**config.mk**
```make
export PLATFORM = sky130hd
export DESIGN_NAME = exe_mem_stage
export DESIGN_NICKNAME = d
export VERILOG_FILES = /design/src/rtl/arm_pkg.sv /design/src/rtl/exe_mem_stage_status_reg.sv /design/src/rtl/exe_mem_stage.sv
export SDC_FILE = /design/constraint.sdc
export NUM_CORES = 1
export LEC_CHECK = 0
export CAP_MARGIN = 25
export CORE_MARGIN = 8
export CORE_UTILIZATION = 38
export CTS_BUF_LIST = sky130_fd_sc_hd__clkbuf_4 sky130_fd_sc_hd__clkbuf_8
export CTS_CLUSTER_DIAMETER = 150
export DETAILED_ROUTE_END_ITERATION = 8
export PLACE_DENSITY = 0.87
export SYNTH_ARGS = -nofsm -noshare
export SYNTH_HDL_FRONTEND = slang
export SYNTH_SLANG_ARGS = --single-unit
```
**constraint.sdc**
```tcl
create_clock -name clk -period 2.2 [get_ports clk]
set_input_delay 0.44 -clock clk [delete_from_list [all_inputs] [get_ports clk]]
set_output_delay 0.44 -clock clk [all_outputs]
set_load 0.02 [all_outputs]
```
**src/rtl/arm_pkg.sv**
```systemverilog
// ---------------------------------------------------------------------------
// arm_pkg
//
// Types and constants shared by the pipeline stages of the ARM-subset core.
// It is imported by exe_mem_stage and status_reg. The id_exe and mem_wb
// stages use it too.
//
//   N_IDX/Z_IDX/C_IDX/V_IDX : bit positions of the flags inside an nzcv_t
//   nzcv_t                  : 4-bit {N,Z,C,V} status word
//   reg_addr_t              : architectural register index
//   mem_ctrl_t              : memory/writeback control bundle
// ---------------------------------------------------------------------------
package arm_pkg;

    localparam int unsigned N_IDX = 3;
    localparam int unsigned Z_IDX = 2;
    localparam int unsigned C_IDX = 1;
    localparam int unsigned V_IDX = 0;

    localparam int unsigned REG_ADDR_W_DEF = 4;

    typedef logic [3:0]                nzcv_t;
    typedef logic [REG_ADDR_W_DEF-1:0] reg_addr_t;

    typedef struct packed {
        logic wb_en;
        logic mem_r_en;
        logic mem_w_en;
    } mem_ctrl_t;

endpackage

```
**src/rtl/exe_mem_stage_status_reg.sv**
```systemverilog
// ---------------------------------------------------------------------------
// status_reg
//
// This is the architectural NZCV register. It loads d on a rising edge when en
// is high and clears on a synchronous reset. The ID-stage model reuses it.
//
// Optional feature (macro EXE_STATUS_BYPASS_EN): this adds the fwd output.
// fwd shows the value the register is about to take, so a conditional
// instruction can follow a flag-setting one with no stall.
//
// Ports:
//   clk  in   clock
//   rst  in   synchronous active-high reset
//   en   in   write enable
//   d    in   new {N,Z,C,V}
//   q    out  registered {N,Z,C,V}
//   fwd  out  (EXE_STATUS_BYPASS_EN only) en ? d : q
// ---------------------------------------------------------------------------
module status_reg
    import arm_pkg::*;
(
    input  logic       clk,
    input  logic       rst,
    input  logic       en,
    input  logic [3:0] d,
`ifdef EXE_STATUS_BYPASS_EN
    output logic [3:0] fwd,
`endif
    output logic [3:0] q
);

    nzcv_t status_q;
    nzcv_t status_d;

    always_comb begin
        status_d = status_q;
        if (en) begin
            status_d = d;
        end
    end

    always_ff @(posedge clk) begin
        if (rst) begin
            status_q <= '0;
        end else begin
            status_q <= status_d;
        end
    end

    assign q = status_q;

`ifdef EXE_STATUS_BYPASS_EN
    assign fwd = en ? d : status_q;
`endif

endmodule

```
**src/rtl/exe_mem_stage.sv**
```systemverilog
// ---------------------------------------------------------------------------
// exe_mem_stage
//
// This is the EXE/MEM pipeline register of the 5-stage ARM-subset pipeline.
// It captures the ALU result, the store data, the destination register and the
// memory/writeback control. It owns the NZCV status register and counts the
// instructions that retire into MEM.
//
// Edge priority: rst > freeze > flush > load.
//
// Optional feature (macro EXE_STATUS_BYPASS_EN): this adds the status_fwd
// output, which bypasses the status value being written into the register.
//
// Ports:
//   clk, rst             clock, synchronous active-high reset
//   freeze               hold every piece of state
//   flush                squash the instruction entering this cycle
//   in_valid             EXE instruction valid
//   in_wb_en/in_mem_r_en/in_mem_w_en   control from EXE
//   in_s                 S bit (update NZCV)
//   in_alu_res           ALU result
//   in_alu_status        ALU {N,Z,C,V}
//   in_st_val            store data
//   in_dest              destination register
//   out_valid, out_wb_en, out_mem_r_en, out_mem_w_en   registered control
//   out_alu_res, out_st_val, out_dest                  registered data
//   status               NZCV (status[1] = C is the ALU carry-in)
//   status_fwd           (EXE_STATUS_BYPASS_EN only) bypassed NZCV
//   retired_cnt          wrapping retired-instruction counter
// ---------------------------------------------------------------------------
module exe_mem_stage
    import arm_pkg::*;
#(
    parameter int unsigned DATA_W     = 32,
    parameter int unsigned REG_ADDR_W = 4,
    parameter int unsigned CNT_W      = 16
) (
    input  logic                  clk,
    input  logic                  rst,
    input  logic                  freeze,
    input  logic                  flush,
    input  logic                  in_valid,
    input  logic                  in_wb_en,
    input  logic                  in_mem_r_en,
    input  logic                  in_mem_w_en,
    input  logic                  in_s,
    input  logic [DATA_W-1:0]     in_alu_res,
    input  logic [3:0]            in_alu_status,
    input  logic [DATA_W-1:0]     in_st_val,
    input  logic [REG_ADDR_W-1:0] in_dest,
    output logic                  out_valid,
    output logic                  out_wb_en,
    output logic                  out_mem_r_en,
    output logic                  out_mem_w_en,
    output logic [DATA_W-1:0]     out_alu_res,
    output logic [DATA_W-1:0]     out_st_val,
    output logic [REG_ADDR_W-1:0] out_dest,
    output logic [3:0]            status,
`ifdef EXE_STATUS_BYPASS_EN
    output logic [3:0]            status_fwd,
`endif
    output logic [CNT_W-1:0]      retired_cnt
);

    logic                  load;
    logic                  status_we;

    logic                  valid_q,  valid_d;
    mem_ctrl_t             ctrl_q,   ctrl_d;
    logic [DATA_W-1:0]     res_q,    res_d;
    logic [DATA_W-1:0]     st_q,     st_d;
    logic [REG_ADDR_W-1:0] dest_q,   dest_d;
    logic [CNT_W-1:0]      cnt_q,    cnt_d;

    // An instruction reaches MEM only on an edge that is neither frozen nor flushed.
    assign load      = ~freeze & ~flush;
    assign status_we = load & in_valid & in_s;

    always_comb begin
        valid_d = valid_q;
        ctrl_d  = ctrl_q;
        res_d   = res_q;
        st_d    = st_q;
        dest_d  = dest_q;
        cnt_d   = cnt_q;
        if (!freeze) begin
            // Data fields load on both the flush and the load paths. Their value is
            // don't-care once out_valid is low, and loading them avoids a mux.
            res_d  = in_alu_res;
            st_d   = in_st_val;
            dest_d = in_dest;
            if (flush) begin
                valid_d = 1'b0;
                ctrl_d  = '0;
            end else begin
                valid_d         = in_valid;
                ctrl_d.wb_en    = in_wb_en    & in_valid;
                ctrl_d.mem_r_en = in_mem_r_en & in_valid;
                ctrl_d.mem_w_en = in_mem_w_en & in_valid;
                if (in_valid) begin
                    cnt_d = cnt_q + 1'b1;
                end
            end
        end
    end

    always_ff @(posedge clk) begin
        if (rst) begin
            valid_q <= 1'b0;
            ctrl_q  <= '0;
            res_q   <= '0;
            st_q    <= '0;
            dest_q  <= '0;
            cnt_q   <= '0;
        end else begin
            valid_q <= valid_d;
            ctrl_q  <= ctrl_d;
            res_q   <= res_d;
            st_q    <= st_d;
            dest_q  <= dest_d;
            cnt_q   <= cnt_d;
        end
    end

    status_reg u_status_reg (
        .clk (clk),
        .rst (rst),
        .en  (status_we),
        .d   (in_alu_status),
`ifdef EXE_STATUS_BYPASS_EN
        .fwd (status_fwd),
`endif
        .q   (status)
    );

    assign out_valid    = valid_q;
    assign out_wb_en    = ctrl_q.wb_en;
    assign out_mem_r_en = ctrl_q.mem_r_en;
    assign out_mem_w_en = ctrl_q.mem_w_en;
    assign out_alu_res  = res_q;
    assign out_st_val   = st_q;
    assign out_dest     = dest_q;
    assign retired_cnt  = cnt_q;

    // A load and a store cannot be requested together.
    a_no_rw_conflict: assert property (@(posedge clk) disable iff (rst)
        !(in_mem_r_en && in_mem_w_en));

endmodule
```
# ---- Word-level counts from Yosys, hierarchy flattened
# Index checks and enable logic that the tools add are counted.
dict set report word_totals {
  register_bits 92
  input_bits 81
  out_inout_bits 92
  wordCells 21
}
dict set report op_classes {
  n_addsub 1
  mux 2
  bitwise 8
  reduce_logical 1
}
# cell n
set ops {}
lappend ops {{adder 16 x 1 -> 16 bit (second input constant)} 1}
lappend ops {{bitwise AND 1 bit} 6}
lappend ops {{2-to-1 mux 3 bit} 1}
lappend ops {{AND reduction 3 bit} 1}
lappend ops {{inverter 1 bit} 2}
lappend ops {{2-to-1 mux 1 bit} 1}

# ---- Logic depth before layout (Yosys ltp)
# Gate-level depths: netlist of run 1.
dict set report depth {
  word_depth 4
  ltp_mapped 5
  depth_no_buf 4
}

# ---- By module
# From an unflattened synthesis of run 1, not the netlist that was laid out.
dict set report hier_totals {
  cells_unflattened 331
  hier_area_um2 3364.5
}
# mod instances cells_per_inst area_each_um2 seq_area_each_um2
set modules_own_cells {}
lappend modules_own_cells {exe_mem_stage 1 318 3224.3 1761.7}
lappend modules_own_cells {status_reg 1 13 140.1 80.1}

# ---- Least setup slack after synthesis of run 1
# Ideal clock, no wire load.
dict set report synth_timing {
  path_type {input to register}
  start {input port flush}
  end {register cnt_q[15] (netlist: retired_cnt[15])}
  setup_ns 0.070
  t_arrival_ns 1.612
  required_ns 2.130
  path_slack_ns 0.517
  stages 4
  path_buffers 0
  cell_sequence {nand4bb_4 -> or3_4 -> or4_1 -> a21oi_1}
}
dict set report synth_via {
  elab_chain_cells 2
}
# element line_no
set synth_rtl {}
lappend synth_rtl {{start: declaration} exe_mem_stage.sv:41} ;# input logic flush,
lappend synth_rtl {{inverter 1 bit (no line)} --}
lappend synth_rtl {{AND reduction 3 bit (no line)} --}
lappend synth_rtl {{end signal: assignment} exe_mem_stage.sv:121} ;# cnt_q <= cnt_d;
lappend synth_rtl {{end: declaration} exe_mem_stage.sv:73} ;# logic [CNT_W-1:0] cnt_q, cnt_d;
# No other way between the ends.
# A chain may end at the register's enable or synchronous reset.

# ---- Final worst setup path of run 1
dict set report layout_timing {
  start {register cnt_q[3] (netlist: retired_cnt[3])}
  end {output port retired_cnt[3]}
}
# element line_no
set layout_rtl {}
lappend layout_rtl {{end: declaration} exe_mem_stage.sv:62} ;# output logic [CNT_W-1:0] retired_cnt
# No word-level cell between the ends.

==> results_dict.tcl, run 1 <==
set metrics [dict create \
    grt_pass1_wl_mm 15.3 \
    fin_setup_tns_ps 0 \
    path_buf_inv 1 \
    ys_seq_area_share_pct 54.4 \
    htree_levels 3 \
    placed_area_sq_um 5230 \
    synth_area_leaders "dfxtp_1 54%, mux2i_1 22%, nor2_1 9.6%, xor2_1 1.6%, buf_2 1.2%" \
    cts_tree "yes" \
    min_period_ps 1910 \
    grt_max_degree 93 \
    holdBufCountCts 0 \
    die_area_sq_um 12200 \
    wl_per_cell_microns 16.4 \
    yosys_warnings 0 \
    syn-num-nets 410 \
    path_class "flop to output port" \
    cts_setup_buffers 0 \
    die_y_microns 110 \
    start_util_pct 39.0 \
    slew_headroom_pct 54.5 \
    viasPerCell 4.79 \
    final_cell_area_sq_um 5420 \
    diodes 0 \
    core-area_sq_um 8680 \
    cts_sinks 92 \
    pin_count 173 \
    path_clk_slew_ps 90 \
    hold_viol_final 0 \
    drive_gt1_share_pct 5.74 \
    grt_usage_pct 16.0 \
    hold_ws_ps 501 \
    synthTopCellsByCount "92 x dfxtp_1, 87 x nor2_1, 73 x mux2i_1" \
    syn_area_sq_um 3380 \
    cp-end-kind "output port" \
    die_w_microns 110 \
    post-synth-top-count-cell "dfxtp_1" \
    crit_slowest_cell "clkdlybuf4s50_1" \
    power_density_nw_per_um2 638 \
    hpwlAfterDp_mm 7.74 \
    critPathMaxFanout 8 \
    critical-path-max-stage-delay_ps 660 \
    multi_input_comb_area_sq_um 1460 \
    ys_ff_latch 92 \
    max_slew.worst_pin.slew_ps 683 \
    cts_inserted_buffers 9 \
    cts_resized 0 \
    ir_worst_vdd_v 0.000411 \
    drt_wl_total_mm 10.1 \
    critical-path-top-delay-family "buffers and inverters" \
    ff_latch_area_sq_um 1840 \
    antenna_found_initial 0 \
    clockBufferDepth 2 \
    place.gp.congestion 0.803 \
    netlist.area_leader.share_pct 54.4 \
    max_freq_mhz 522 \
    cp.required_ps 1760 \
    finalMaxSlewViolations 0 \
    yosys_most_used_dff "dfxtp_1" \
    finalSetupViolations 0 \
    portBuffers 172 \
    clock-root-buffer "clkbuf_8" \
    synthArstFlopShare_pct 0 \
    fin_skew_ps 3.63 \
    postRouteAntennaNets 0 \
    start_kind "flop" \
    drcViolationCount 0 \
    first_pass_iters 5 \
    grt_pass1_vias 3070 \
    outcome "complete, no violations" \
    syn_avg_cell_area_sq_um 10.3 \
    synth_edf_count 0 \
    crit_arrival_ps 1470 \
    synth_area_leader_cell "dfxtp_1" \
    maxCapViolations 0 \
    drtIter0Drc 73 \
    nets 582 \
    clock_latency_ps 340 \
    hp-class "flop to flop" \
    synthCells 328 \
    crit_chain "clkdlybuf4s50_1" \
    overflow 0 \
    area_growth_pct 60.0 \
    yosysUniqueCellTypes 29 \
    min_period_over_period_pct 87.0 \
    vias 2937 \
    leakagePower_nw 2.19 \
    std_cell_rows 34 \
    rsz0062_at_grt "false" \
    num-fill-cells 749 \
]
area by class of cell:
type	count	area share [%]
multi-input cells	216	26.9
inverters	1	0.0693
well taps	108	2.49
flip-flops and latches	92	34.0
repair buffers	180	33.0
clock inverters	4	0.601
clock buffers	12	2.93
worst paths after layout:
check | cells after the start | end | startpoint | slack, ps
worst max-delay path | 1 | retired_cnt[3] | retired_cnt[3] | 290
worst min-delay path | 2 | out_alu_res[28] | out_alu_res[28] | 500
worst max register to register | 4 | retired_cnt[15] | retired_cnt[3] | 520
worst min register to register | 2 | out_alu_res[28] | out_alu_res[28] | 500
through the flow:
step	power, mW	util (%)	std cells	setup WS (ps)
finish	3.46	62.4	613	285
global route	3.62	62.4	613	211
CTS	3.50	62.4	613	264
detailed placement	2.43	60.2	597	52.9
global placement	2.41	60.2	597	71.2
floorplan	2.08	-	328	518
report_power, final:
part / switching, mW / total, mW / leakage (nW) / internal, mW
logic: 0.264 / 0.600 / 1.35 / 0.336
registers: 0.0396 / 1.78 / 0.755 / 1.74
clock network: 0.582 / 1.07 / 0.0926 / 0.492
routing by layer:
metal  vias to the layer above  global-route usage, %  share of wire [%]
met5                         -                      0                  0
met1                      1361                   15.7                 35
met4                         0                   7.14                2.2
li1                       1456                      -                  -
met3                        19                   7.03                9.8
met2                       101                   28.7                 53
state kept, by name, indices dropped and copies added, names as in the netlist:
signal          count
out_alu_res        32
out_st_val         32
retired_cnt        16
out_dest            4
u_status_reg.q      4
out_mem_r_en        1
out_mem_w_en        1
out_valid           1
out_wb_en           1
tightest hold or removal path, stage by stage, from the launching register on:
cell and delay [ps]:
dfxtp_1 330, mux2i_1 70, nor2_1 70
kinds of logic (layout without fill, tap and decap cells):
group	count (synthesis)	in the layout	share of synthesized area, %
AO/OA/AOI/OAI	14	14	2.37
multiplexers	73	73	21.6
XOR/XNOR	10	10	2.59
flip-flops	92	92	54.4
buffers and inverters	20	197	2.51
adder cells (fa/ha/maj)	1	1	0.370
AND/OR/NAND/NOR	118	118	16.2
placed cells by master (no fill, tap or decap), types with 2 or more instances in the layout:
cell type	instances
buf_4	8
a21oi_1	6
and3_1	2
or3_1	4
mux2i_1	73
xnor2_1	4
a22oi_1	3
o21ai_1	3
nand3_1	4
nand2_1	5
xor2_1	6
clkinvlp_4	2
clkbuf_8	11
and4_1	2
nor4_1	2
nor2_1	87
dfxtp_1	92
nand4_1	5
clkdlybuf4s50_1	170
No activity file was read; power rests on OpenSTA's default activity.
==> run 2: changes to the inputs <==
--- a/config.mk
+++ b/config.mk
@@ -7,11 +7,11 @@
 export LEC_CHECK = 0
 export CAP_MARGIN = 25
 export CORE_MARGIN = 8
-export CORE_UTILIZATION = 38
+export CORE_UTILIZATION = 41
 export CTS_BUF_LIST = sky130_fd_sc_hd__clkbuf_4 sky130_fd_sc_hd__clkbuf_8
 export CTS_CLUSTER_DIAMETER = 150
 export DETAILED_ROUTE_END_ITERATION = 8
-export PLACE_DENSITY = 0.87
+export PLACE_DENSITY = 0.92
 export SYNTH_ARGS = -nofsm -noshare
 export SYNTH_HDL_FRONTEND = slang
 export SYNTH_SLANG_ARGS = --single-unit
==> run 2 against run 1 <==
Net effect:
- global-route usage is 0.61 points higher
- hold slack worse by 5.3 ps
- largest power group unchanged
- via count hardly changed
- critical endpoint unchanged
- critical path depth stayed put
- cell area hardly changed
- sequential share of layout area hardly changed
- total power is 1.1% higher
- die area is 6.3% lower
- worst setup slack better by 27 ps
==> results_dict.tcl, run 2 (synthesis results as in run 1) <==
set metrics [dict create \
    outcome "complete, no violations" \
    crit_arrival_ps 1450 \
    max_slew.worst_pin.slew_ps 633 \
    placed_area_sq_um 5220 \
    place.gp.congestion 0.836 \
    area_growth_pct 59.9 \
    worstHoldPathCells 2 \
    intPower_mw 2.64 \
    hold_viol_final 0 \
    fin_skew_ps 8.00 \
    fin_setup_tns_ps 0 \
    diodes 0 \
    finalSetupViolations 0 \
    path_class "flop to output port" \
    clock-root-buffer "clkbuf_8" \
    hp-class "flop to flop" \
    layout_commonest_cell "clkdlybuf4s50_1" \
    critical-path-top-delay-family "buffers and inverters" \
    cts_inserted_buffers 9 \
    cts_setup_buffers 0 \
    grt_pass1_vias 3029 \
    cts_sinks 92 \
    critPathMaxFanout 8 \
    start_kind "flop" \
    ir_worst_vdd_v 0.000425 \
    ff_latch_area_sq_um 1840 \
    maxCapViolations 0 \
    p_clk_share_pct 31.9 \
    r2r_slack_ps 540 \
    cts_tree "yes" \
    layout_common_cells "170 x clkdlybuf4s50_1, 92 x dfxtp_1, 87 x nor2_1" \
    cp-end-kind "output port" \
    grt_pass1_wl_mm 15.3 \
    comb_power_share_pct 17.1 \
    crit_slowest_cell "clkdlybuf4s50_1" \
    max_freq_mhz 530 \
    holdBufCountCts 0 \
    portBuffers 172 \
    wl_per_cell_microns 16.1 \
    hpwlAfterDp_mm 7.66 \
    vias 2938 \
    antenna_found_initial 0 \
    ff2ff_path_depth 4 \
    multi_input_comb_area_sq_um 1460 \
    grt_max_degree 49 \
    min_to "out_st_val[18]" \
    path_depth 1 \
    postRouteAntennaNets 0 \
    drcViolationCount 0 \
    power_density_nw_per_um2 646 \
    min_period_ps 1890 \
    leakagePower_nw 2.20 \
    critical-path-max-stage-delay_ps 660 \
    first_pass_iters 4 \
    path_buf_inv 1 \
    die_w_microns 107 \
    drt_wl_total_mm 9.82 \
    cp.required_ps 1760 \
    cts_resized 0 \
    overflow 0 \
    drtIter0Drc 95 \
    viasPerCell 4.82 \
    min_period_over_period_pct 85.8 \
    swShare_pct 24.5 \
    crit_chain "clkdlybuf4s50_1" \
    path_clk_slew_ps 80 \
    clockBufferDepth 2 \
    grt_usage_pct 16.6 \
    reg2reg_to "retired_cnt[15]" \
    pin_count 173 \
    seqPwrFrac_pct 51.1 \
    slew_headroom_pct 57.8 \
    rsz0062_at_grt "false" \
    htree_levels 3 \
    die_y_microns 107 \
    final_cell_area_sq_um 5410 \
    clock_latency_ps 340 \
    min_from "out_st_val[18]" \
    drive_gt1_share_pct 5.74 \
    p_switching_mw 0.854 \
    nets 583 \
    finalMaxSlewViolations 0 \
    core-area_sq_um 8090 \
    start_util_pct 41.8 \
    num-fill-cells 684 \
    r2r-start "retired_cnt[3]" \
    die_area_sq_um 11400 \
    std_cell_rows 33 \
]
## run 2: power by group through the flow
stage | combinational (mW) | sequential (mW) | clock (mW)
floorplan | 0.167 | 1.92 | 0
global placement | 0.589 | 1.82 | 0
detailed placement | 0.602 | 1.82 | 0
CTS | 0.605 | 1.78 | 1.15
global route | 0.637 | 1.79 | 1.20
finish | 0.597 | 1.78 | 1.11
## run 2: how the worst max path moves through the flow
stage                              start              end
after detailed placement           flush  retired_cnt[15]
final                     retired_cnt[3]   retired_cnt[3]
after global routing      retired_cnt[8]   retired_cnt[8]
after floorplan                    flush  retired_cnt[15]
after CTS                 retired_cnt[2]   retired_cnt[2]
after global placement             flush  retired_cnt[15]
## run 2: metrics by stage
stage	hold slack (ps)	power (mW)	std cells	worst slack [ps]	util [%]
2_1_floorplan	551	2.08	328	518	-
3_3_place_gp	473	2.41	595	70.9	64.5
3_5_place_dp	482	2.43	595	48.3	64.5
4_1_cts	503	3.54	610	287	66.9
5_1_grt	529	3.63	610	247	66.9
6_report	495	3.49	610	312	66.9
## run 2: cell type report
cell class,count,area share [%]
well taps,105,2.43
clock inverters,4,0.925
inverters,1,0.0694
clock buffers,11,2.68
multi-input cells,216,26.9
repair buffers,181,32.9
flip-flops and latches,92,34.0
## run 2: layer usage
| metal | up-vias | GRT usage (%) | share of wire [%] |
|---|---|---|---|
| li1 | 1458 | - | - |
| met1 | 1377 | 16.6 | 37 |
| met2 | 95 | 31.7 | 54 |
| met3 | 8 | 6.06 | 8.5 |
| met4 | 0 | 4.22 | 0.89 |
| met5 | - | 0 | 0 |
==> variant 1, RTL diff (settings of run 2) <==
The option `EXE_STATUS_BYPASS_EN` is turned on by a define.
--- a/src/rtl/exe_mem_stage_status_reg.sv
+++ b/src/rtl/exe_mem_stage_status_reg.sv
@@ -17,4 +17,6 @@
 //   fwd  out  (EXE_STATUS_BYPASS_EN only) en ? d : q
 // ---------------------------------------------------------------------------
+`define EXE_STATUS_BYPASS_EN
+
 module status_reg
     import arm_pkg::*;
Check against the original RTL (old outputs only; new: status_fwd): equivalent (Yosys induction, for registers that start in step).
==> variant 1 against run 2 <==
Die area rose by 0.25%; worst hold slack got worse by 9.8 ps; design area rose by 1.6%; synthesized area rose by 0.30%; power barely moved; non-clock buffer count rose by 4; worst setup slack got worse by 230 ps; sequential cell count did not move; combinational power rose by 3.9%; fmax fell by 11%; routed wire length rose by 5.1%; critical path type is now primary input to output port; critical endpoint is now status_fwd[1]; largest cell class unchanged; highest routed layer unchanged.
==> variant 1: results (changes against run 2) <==
Min path
  • Hold Path Class: register to register (unchanged)
  • Worst Hold Path Cells: 2 (unchanged)
  • Worst hold endpoint: retired_cnt[15]$_SDFFE_PP0P_ (was out_st_val[18]$_SDFFE_PP0N_)
  • HP Start: retired_cnt[15]$_SDFFE_PP0P_ (was out_st_val[18]$_SDFFE_PP0N_)

Synth
  • Yosys Warn Count: 0 (unchanged)
  • Post-synthesis net count: 409 (was 410)
  • Synth top area cells: dfxtp_1 54%, mux2i_1 20%, nor2_1 9.2% (was dfxtp_1 54%, mux2i_1 22%, nor2_1 9.6%)
  • Seq/Total Area, Yosys: 54.3% (was 54.4%)
  • Syn_area_per_cell: 10.4 µm² (was 10.3 µm²)
  • Top cells by count, synth: 92 x dfxtp_1, 83 x nor2_1, 69 x mux2i_1 (was 92 x dfxtp_1, 87 x nor2_1, 73 x mux2i_1)

Cells and area
  • Fraction of layout cells with a size suffix above 1: 7.47% (was 5.74%)
  • Fin nets: 587 (was 583)
  • Layout fillers: 656 (was 684)

Placed design
  • DP HPWL: 7.92 mm (was 7.66 mm)
  • PortBufs: 176 (was 172)
  • GP Congestion: 0.796 (was 0.836)
  • Placed cell count: 599 (was 595)

Detailed routing
  • DR iter-0 viols: 100 (was 95)
  • Drt wl/cell: 16.8 µm (was 16.1 µm)
  • Final wirelength: 10.3 mm (was 9.82 mm)
  • Via density: 4.84 (was 4.82)

Worst setup path
  • Worst path arrival time: 1680 ps (was 1450 ps)
  • CP startpoint: flush (was retired_cnt[3]$_SDFFE_PP0P_)
  • Cell family with most CP delay: simple AND/OR/NAND/NOR gates (was buffers and inverters)
  • Max FO, Critical Path: 4 (was 8)
  • Crit path largest cell delay: 320 ps (was 660 ps)
  • R2R cell count: 4 (unchanged)
  • Crit path max-delay cell type: mux2_4 (was clkdlybuf4s50_1)

Run status
  • Outcome: finished clean (unchanged)

Global route
  • First-pass GRT wire length: 15.7 mm (was 15.3 mm)
  • Largest net degree at the start of global routing: 93 (was 49)
  • Gr usage total: 17.3% (was 16.6%)
  • Vias in the first global route: 3141 (was 3029)

Timing
  • Rel. slew slack: 59.1% (was 57.8%)
  • Hold slack: 486 ps (was 495 ps)
  • Clock skew: 13.8 ps (was 8.00 ps)

Pwr
  • Leak: 0.00226 µW (was 0.00220 µW)
  • Worst vdd ir: 0.329 mV (was 0.425 mV)

Clock tree
  • CTS Buf Count: 9 (unchanged)
  • Worst-path clk slew: 80 ps (about the same)
[variant 1: power by group]
part / switching, µW / internal, µW
Sequential: 41.1 / 1740
Clock: 547 / 545
Combinational: 276 / 345
Total: 864 / 2630
[variant 1: through the flow]
| stage | cell area, µm² | setup slack (ps) |
|---|---|---|
| after floorplan | 3390 | 243 |
| after global placement | 5280 | -704 |
| final | 5500 | 81.3 |
| after detailed placement | 5280 | -739 |
| after CTS | 5500 | 24.9 |
| after global routing | 5500 | 10.8 |
[variant 1: logic make-up (layout without fill, tap and decap cells)]
kind of cell	Yosys count	after routing	synth area share [%]
compound gates	14	14	2.36
xor+xnor	10	10	2.58
fa+ha+maj	1	1	0.369
buf+inv	19	201	2.36
flops	92	92	54.3
mux	73	73	21.7
simple gates	118	118	16.4
[variant 1: tightest hold or removal path: cells and delay by family (launching register included)]
kind	cells	cell delay [ps]
flip-flops	1	320
AO/OA/AOI/OAI	2	120
[variant 1: how the worst max path moves through the flow]
stage	to	depth (start not counted)
6_report	status_fwd[1]	5
5_1_grt	status_fwd[1]	5
4_1_cts	status_fwd[2]	5
3_5_place_dp	status_fwd[2]	5
3_3_place_gp	status_fwd[2]	5
2_1_floorplan	status_fwd[0]	3
[variant 1: metal layers]
metal  global-route usage, %  vias up  share of wire, %
met4                    7.44        0               1.7
met1                    16.4     1390                35
li1                        -     1457                 -
met3                    8.10       14                11
met5                       0        -                 0
met2                    31.4      113                52
[variant 1: layout make-up]
type | instances | share of cell area, %
repair buffers | 185 | 33.4
multi-input cells | 216 | 27.2
well taps | 105 | 2.39
inverters | 1 | 0.0682
clock inverters | 4 | 0.933
clock buffers | 11 | 2.53
flip-flops and latches | 92 | 33.5
[variant 1: repair_timing]
action	in CTS	in global routing
setup endpoints to repair	4	4
resized for setup	33	0
pin swaps	2	1
buffers inserted	0	0
==> variant 2, RTL diff (settings of run 2) <==
Without the edit above. `res_q` and `st_q` no longer have a reset.
--- a/src/rtl/exe_mem_stage.sv
+++ b/src/rtl/exe_mem_stage.sv
@@ -109,6 +109,4 @@
             valid_q <= 1'b0;
             ctrl_q  <= '0;
-            res_q   <= '0;
-            st_q    <= '0;
             dest_q  <= '0;
             cnt_q   <= '0;
@@ -116,9 +114,12 @@
             valid_q <= valid_d;
             ctrl_q  <= ctrl_d;
-            res_q   <= res_d;
-            st_q    <= st_d;
             dest_q  <= dest_d;
             cnt_q   <= cnt_d;
         end
+    end
+
+    always_ff @(posedge clk) begin
+        res_q <= res_d;
+        st_q  <= st_d;
     end
 
Check against the original RTL: not equivalent (a bounded check fails within 4 cycles, from zero or initial values and one cycle with rst high).
==> variant 2 against run 2 <==
Sequential cell count unchanged; non-clock buffer count unchanged; power increased by 5.3%; design area decreased by 4.5%; routed wire length decreased by 0.16%; critical path depth unchanged; highest routed layer unchanged; worst hold slack improved by 7.0 ps; first-iteration DRC count increased by 17%; synthesized area decreased by 9.3%; largest cell class unchanged; worst setup slack improved by 4.1 ps.
==> variant 2: results (changes against run 2) <==
Worst setup path
  • Reg-to-reg critical path endpoint: retired_cnt[14]$_SDFFE_PP0P_ (was retired_cnt[15]$_SDFFE_PP0P_)
  • Crit path max-delay cell type: clkdlybuf4s50_1 (unchanged)
  • R2R cell count: 5 (was 4)
  • Worst r2r src: retired_cnt[0]$_SDFFE_PP0P_ (was retired_cnt[3]$_SDFFE_PP0P_)
  • Crit path to: retired_cnt[2] (was retired_cnt[3])
  • Crit path largest cell delay: 650 ps
  • Max FO, Critical Path: 6 (was 8)
  • R2R setup slack: 420 ps (was 540 ps)
  • CP startpoint: retired_cnt[2]$_SDFFE_PP0P_ (was retired_cnt[3]$_SDFFE_PP0P_)

Timing
  • Clock skew: 10.0 ps (was 8.00 ps)
  • Rel. slew slack: 70.7% (was 57.8%)
  • Hold slack: 502 ps (was 495 ps)

Placed design
  • PortBufs: 172 (unchanged)
  • GP Congestion: 0.848 (was 0.836)
  • DP HPWL: 7.72 mm (was 7.66 mm)
  • Placed Area: 0.00497 mm² (was 0.00522 mm²)

Synth
  • Top cells by count, synth: 64 x edfxtp_1, 28 x dfxtp_1, 24 x nor2_1 (was 92 x dfxtp_1, 87 x nor2_1, 73 x mux2i_1)
  • Yosys Warn Count: 0 (unchanged)
  • Async set-or-reset flop fraction in the synthesized netlist: 0% (unchanged)
  • Post-synthesis net count: 269 (was 410)
  • Seq/Total Area, Yosys: 80.9% (was 54.4%)
  • Synth top area cells: edfxtp_1 63%, dfxtp_1 18%, mux2i_1 2.9% (was dfxtp_1 54%, mux2i_1 22%, nor2_1 9.6%)
  • Cell variety after synth: 31 (was 29)
  • EDFF count, synth: 64 (was 0)

Global route
  • Vias in the first global route: 2431 (was 3029)
  • Gr usage total: 18.1% (was 16.6%)
  • First-pass GRT wire length: 13.8 mm (was 15.3 mm)
  • Largest net degree at the start of global routing: 65 (was 49)

Min path
  • Hold Path Class: register to register (unchanged)
  • Worst Hold Path Cells: 2 (unchanged)
  • Worst hold endpoint: u_status_reg.q[2]$_SDFFE_PP0P_ (was out_st_val[18]$_SDFFE_PP0N_)
  • HP Start: u_status_reg.q[2]$_SDFFE_PP0P_ (was out_st_val[18]$_SDFFE_PP0N_)

Pwr
  • Leak: 0.00182 µW (was 0.00220 µW)
  • Worst vdd ir: 0.375 mV (was 0.425 mV)
  • Switching pwr: 876 µW (was 854 µW)

Cells and area
  • Diode count: 0 (unchanged)
  • Fraction of layout cells with a size suffix above 1: 7.67% (was 5.74%)
  • Layout fillers: 475 (was 684)
  • Fin nets: 455 (was 583)
  • Post-Layout Inst Area: 0.00517 mm² (was 0.00541 mm²)

Detailed routing
  • Routed via count: 2289 (was 2938)
  • Final wirelength: 9.80 mm (was 9.82 mm)
  • DR iter-0 viols: 111 (was 95)
  • WL met2: 4.89 mm (was 5.30 mm)
  • M1 WL: 3.57 mm (was 3.60 mm)
  • Highest Signal Layer: met4 (unchanged)
  • Met3 Wirelength: 1.17 mm (was 836 µm)

Run status
  • Outcome: finished clean (unchanged)
## variant 2: cell types whose count changed in the layout (fill, tap and decap cells not counted), sizes merged, moves of 3 or more
cell	before	now
dfxtp	92	28
edfxtp	0	64
mux2i	73	9
nor2	87	24
inv	1	4
or3	5	2
## variant 2: power groups by stage
| stage | clock network [µW] | registers, µW | logic [µW] |
|---|---|---|---|
| 2_1_floorplan | 0 | 2170 | 45.9 |
| 3_3_place_gp | 0 | 2030 | 550 |
| 3_5_place_dp | 0 | 2040 | 566 |
| 4_1_cts | 1150 | 2000 | 569 |
| 5_1_grt | 1220 | 2010 | 584 |
| 6_report | 1120 | 2000 | 561 |
## variant 2: cell families (layout without fill, tap and decap cells)
kind of cell    Yosys count  after routing  share of synthesized area, %
compound gates           12             12                          2.36
xor+xnor                 10             10                          2.85
fa+ha+maj                 1              1                         0.408
buf+inv                   9            200                          1.22
flops                    92             92                          80.9
mux                      10             10                          3.30
simple gates             53             53                          8.97
## variant 2: stage by stage
step / setup slack, ps / std cells
final: 316 / 477
after CTS: 299 / 477
after global routing: 254 / 477
after floorplan: 285 / 187
after detailed placement: 43.1 / 461
after global placement: 104 / 461
## variant 2: layout make-up
type,instances,share of cell area [%]
Tap cell,99,2.40
Inverter,3,0.290
Multi-Input combinational cell,86,10.6
Sequential cell,92,48.0
Clock buffer,9,2.40
Clock inverter,7,1.40
Timing Repair Buffer,181,34.9
## variant 2: tightest hold or removal path: stages, from the launching register on
cell and delay [ps]:
dfxtp_1 340, mux2i_1 60, nor2_1 70
## variant 2: layer usage
metal  vias up  GRT usage, %
met5         -             0
met4         0          5.08
met3        14          8.44
met2       141          32.2
met1      1080          18.5
li1       1054             -
